<file path="src/rtl/rcc_rtc_div_ratio_ctrl_pkg.sv">
// Shared RCC constants for the RTC divider ratio path.
package rcc_rtc_div_ratio_ctrl_pkg;

  localparam int RCC_RATIO_WID   = 6;
  localparam int RCC_SYNC_STAGES = 2;

  // Hold time covers the divider's synchronizer plus margin for capture.
  localparam int RCC_SETTLE_CYC  = RCC_SYNC_STAGES + 2;

endpackage

</file>
<file path="src/rtl/rcc_rtc_div_ratio_ctrl.sv">
// Accepts prescaler-ratio writes and holds each applied ratio stable for a
// settle window, queuing at most one write that arrives mid-window.
module rcc_rtc_div_ratio_ctrl
  import rcc_rtc_div_ratio_ctrl_pkg::*;
#(
  parameter int RATIO_WID  = RCC_RATIO_WID,
  parameter int SETTLE_CYC = RCC_SETTLE_CYC,
  parameter logic [RATIO_WID-1:0] RST_RATIO = '0
) (
  input  logic                 i_clk,
  input  logic                 rst_n,
  input  logic                 wr_en,
  input  logic [RATIO_WID-1:0] wr_ratio,
  output logic [RATIO_WID-1:0] ratio,
  output logic                 busy,
  output logic                 upd_done,
  output logic                 overrun
);

  localparam logic [0:0] ST_IDLE   = 1'b0;
  localparam logic [0:0] ST_SETTLE = 1'b1;

  localparam logic [7:0] CNT_LOAD = 8'(SETTLE_CYC - 1);

  if (SETTLE_CYC < 3 || SETTLE_CYC > 255) begin : g_bad_settle
    $error("rcc_rtc_div_ratio_ctrl: SETTLE_CYC must be in 3..255");
  end

  logic [0:0]           state;
  logic [7:0]           cnt;
  logic [RATIO_WID-1:0] pend;
  logic                 pend_v;

  assign busy = (state == ST_SETTLE);

  always_ff @(posedge i_clk) begin
    if (!rst_n) begin
      state    <= ST_IDLE;
      cnt      <= '0;
      ratio    <= RST_RATIO;
      pend     <= '0;
      pend_v   <= 1'b0;
      upd_done <= 1'b0;
      overrun  <= 1'b0;
    end else begin
      upd_done <= 1'b0;
      overrun  <= 1'b0;
      case (state)
        ST_IDLE: begin
          if (wr_en && (wr_ratio != ratio)) begin
            ratio <= wr_ratio;
            cnt   <= CNT_LOAD;
            state <= ST_SETTLE;
          end
        end
        default: begin
          if (cnt != '0) begin
            cnt <= cnt - 8'd1;
            if (wr_en) begin
              pend    <= wr_ratio;
              pend_v  <= 1'b1;
              overrun <= pend_v;
            end
          end else begin
            // Terminal cycle: close the window, chaining straight into the next one if work is queued.
            upd_done <= 1'b1;
            if (pend_v) begin
              ratio  <= pend;
              cnt    <= CNT_LOAD;
              pend_v <= wr_en;
              if (wr_en) begin
                pend <= wr_ratio;
              end
            end else if (wr_en) begin
              ratio <= wr_ratio;
              cnt   <= CNT_LOAD;
            end else begin
              state <= ST_IDLE;
            end
          end
        end
      endcase
    end
  end

endmodule

</file>
<file path="config.mk">
export PLATFORM = sky130hd
export DESIGN_NAME = rcc_rtc_div_ratio_ctrl
export DESIGN_NICKNAME = d
export VERILOG_FILES = /design/src/rtl/rcc_rtc_div_ratio_ctrl_pkg.sv /design/src/rtl/rcc_rtc_div_ratio_ctrl.sv
export SDC_FILE = /design/constraint.sdc
export NUM_CORES = 1
export LEC_CHECK = 0
export CELL_PAD_IN_SITES_DETAIL_PLACEMENT = 1
export CELL_PAD_IN_SITES_GLOBAL_PLACEMENT = 1
export CORE_MARGIN = 10
export CORE_UTILIZATION = 40
export DETAILED_ROUTE_END_ITERATION = 8
export PLACE_DENSITY_LB_ADDON = 0.3
export SYNTH_ARGS = -nofsm -noshare
export SYNTH_HDL_FRONTEND = slang
export SYNTH_SLANG_ARGS = --single-unit
</file>
<file path="constraint.sdc">
create_clock -name i_clk -period 2.25 [get_ports i_clk]
set_clock_uncertainty 0.1 [all_clocks]
set_input_delay 0.225 -clock i_clk [delete_from_list [all_inputs] [get_ports i_clk]]
set_output_delay 0.225 -clock i_clk [all_outputs]
set_load 0.005 [all_outputs]
</file>
==> impl_metrics.json <==
{
  "status": "complete, no violations",
  "final-hold-violation-count": 0,
  "wl_per_cell_microns": 16.6,
  "p_comb_frac": 0.540,
  "post_cts_resized": 0,
  "final_cell_mix": "24 x dfxtp_1, 18 x nand2_1, 18 x nor2_1",
  "slew_headroom": 0.693,
  "drv_cap": 0,
  "fin_crit_ns": 2.09,
  "endpoint_kind": "register",
  "dr.first_iter.drc_count": 48,
  "rsz0062_at_grt": "false",
  "grt_antenna_before_repair": 0,
  "synth_top_area_frac": 0.388,
  "insertion_delay_ns": 0.32,
  "critPathMaxFanout": 8,
  "ios": 18,
  "slew_viol_final": 0,
  "netSwitchingPower_uw": 817,
  "synth.area.top_cells": "dfxtp_1 39%, mux2i_1 6.5%, nand2_1 5.5%",
  "cts_root_buffer": "clkbuf_4",
  "clkPwrFrac": 0.116,
  "n_antenna_cell": 0,
  "final_cell_count_no_fill": 198,
  "die_area_sq_um": 5720,
  "grt_max_degree": 14,
  "die_w_microns": 75.6,
  "syn_inst": 138,
  "pwr-share-seq": 0.345,
  "initial_core_util": 0.412,
  "htreeDepth": 1,
  "reg2reg_slack_ns": 0.16,
  "ys_seq_elements": 24,
  "synthArstFlopShare": 0,
  "path_class": "register to register",
  "totalPowerFinal_uw": 2010,
  "ys.flop_type": "dfxtp_1",
  "vias_per_cell": 5.67,
  "cts.clk_slew.worst_paths_ns": 0.14,
  "syn2layout_area_growth_pct": 25.4,
  "dpl.hpwl_microns": 2450,
  "seq_area_frac_synth": 0.388,
  "yosysWarnings": 0,
  "sw_frac_of_total": 0.407,
  "grt.total_usage": 0.119,
  "synthDistinctLibCells": 36,
  "worst_pin_slew_ns": 0.459,
  "cts_buffers": 3,
  "nNetsFinal": 177,
  "hp-class": "register to register",
  "synth_top_area_cell": "dfxtp_1",
  "ir_drop_uv": 491,
  "timing.final.crit_share": 0.927,
  "syn_area_sq_um": 1240,
  "dr_total_vias": 1123,
  "syn_area_per_cell_sq_um": 8.97,
  "startpoint_type": "register",
  "grt_pass1_vias": 1133,
  "power_leakage_uw": 0.000618,
  "ant_nets": 0,
  "drive_gt1_frac": 0.176,
  "max_freq_mhz": 479,
  "grt_pass1_wl_microns": 5400,
  "drt-total-wl_microns": 3280,
  "intPower_uw": 1190,
  "synth_edf_count": 0,
  "cts_buffer_depth": 2,
  "core_sq_um": 3000,
  "clock_sinks": 24,
  "crit_arrival_ns": 2.21,
  "synth_nets": 149,
  "setup_viol": 0,
  "crit_required_ns": 2.37,
  "grt_overflow_total": 0,
  "firstDrtPassIters": 4,
  "io_buffer_count": 17,
  "dp.cells": 187,
  "layout_commonest_cell": "dfxtp_1",
  "drt_drc_violations_left": 0,
  "gp_congestion": 0.835,
  "cts_tree": "built",
  "fp.dieH_microns": 75.6,
  "rows": 20,
  "power_density_nw_per_um2": 1290
}
flip-flops by register name (all words and copies together), names as in the netlist:
name      flops
cnt           8
pend          6
ratio         6
busy          1
overrun       1
pend_v        1
upd_done      1
metrics by stage:
stage                     hold slack, ns  setup TNS (ns)  cell area (sq um)  utilization  setup slack, ns
final                              0.424               0               1550        0.517            0.164
after global routing               0.447               0               1550        0.517           0.0178
after CTS                          0.429               0               1500        0.499           0.0297
after detailed placement           0.395       -0.000586               1460        0.487        -0.000586
after global placement             0.379               0               1460        0.487           0.0937
after floorplan                    0.272               0               1240            -            0.332
final cells by class:
cell class	instances	area (sq um)
Fill cell	371	1450
Inverter	4	15.0
Multi-Input combinational cell	102	703
Tap cell	33	41.3
Timing Repair Buffer	31	275
Clock buffer	4	36.3
Sequential cell	24	480
power by group through the flow:
stage,sequential [uW],combinational (uW),clock (uW)
final,691,1080,232
after global routing,713,1190,263
after CTS,690,953,240
after detailed placement,700,946,0
after global placement,694,908,0
after floorplan,648,675,0
what timing repair did:
action,4_1_cts,5_1_grt
hold buffers,0,0
setup endpoints to repair,1,8
setup buffers,0,7
pin swaps,1,2
routing by layer:
layer / wire length, microns / vias to the layer above / GRT usage
li1: - / 548 / -
met1: 1460 / 555 / 0.142
met2: 1660 / 18 / 0.202
met3: 145 / 2 / 0.0326
met4: 19 / 0 / 0.0371
met5: 0 / - / 0
cell families after synthesis:
| group | synth area share |
|---|---|
| AOI/OAI and AO/OA | 0.190 |
| xor gates and xnor gates | 0.0425 |
| adders and majority gates | 0.0283 |
| buffers and inverters | 0.0435 |
| DFF | 0.388 |
| muxes | 0.0647 |
| and+or+nand+nor | 0.243 |
synthesized netlist by cell type (all sizes together), types with 3 or more instances:
| master | instances |
|---|---|
| a21oi | 7 |
| a311oi | 8 |
| buf | 3 |
| clkbuf | 5 |
| dfxtp | 24 |
| inv | 4 |
| mux2i | 8 |
| nand2 | 18 |
| nand3 | 7 |
| nor2 | 18 |
| nor3 | 5 |
| o21ai | 3 |
| xor2 | 6 |
worst max-delay path, stage by stage, from the launching register on:
cell      delay [ns]
dfxtp_1         0.36
inv_1           0.14
ha_1            0.18
nor4b_4         0.20
buf_4           0.18
nand2_1         0.12
o31a_1          0.39
a311oi_1        0.31
path summary, 6_finish.rpt:
| path | startpoint | end | depth (start not counted) |
|---|---|---|---|
| worst min register to register | pend[4]$_SDFFE_PN0P_ | pend[4]$_SDFFE_PN0P_ | 2 |
| worst min-delay path | pend[4]$_SDFFE_PN0P_ | pend[4]$_SDFFE_PN0P_ | 2 |
| worst max-delay path | cnt[0]$_SDFFE_PN0P_ | cnt[7]$_SDFFE_PN0P_ | 7 |
| worst max register to register | cnt[0]$_SDFFE_PN0P_ | cnt[7]$_SDFFE_PN0P_ | 7 |
Power figures use the tool's default switching activity.
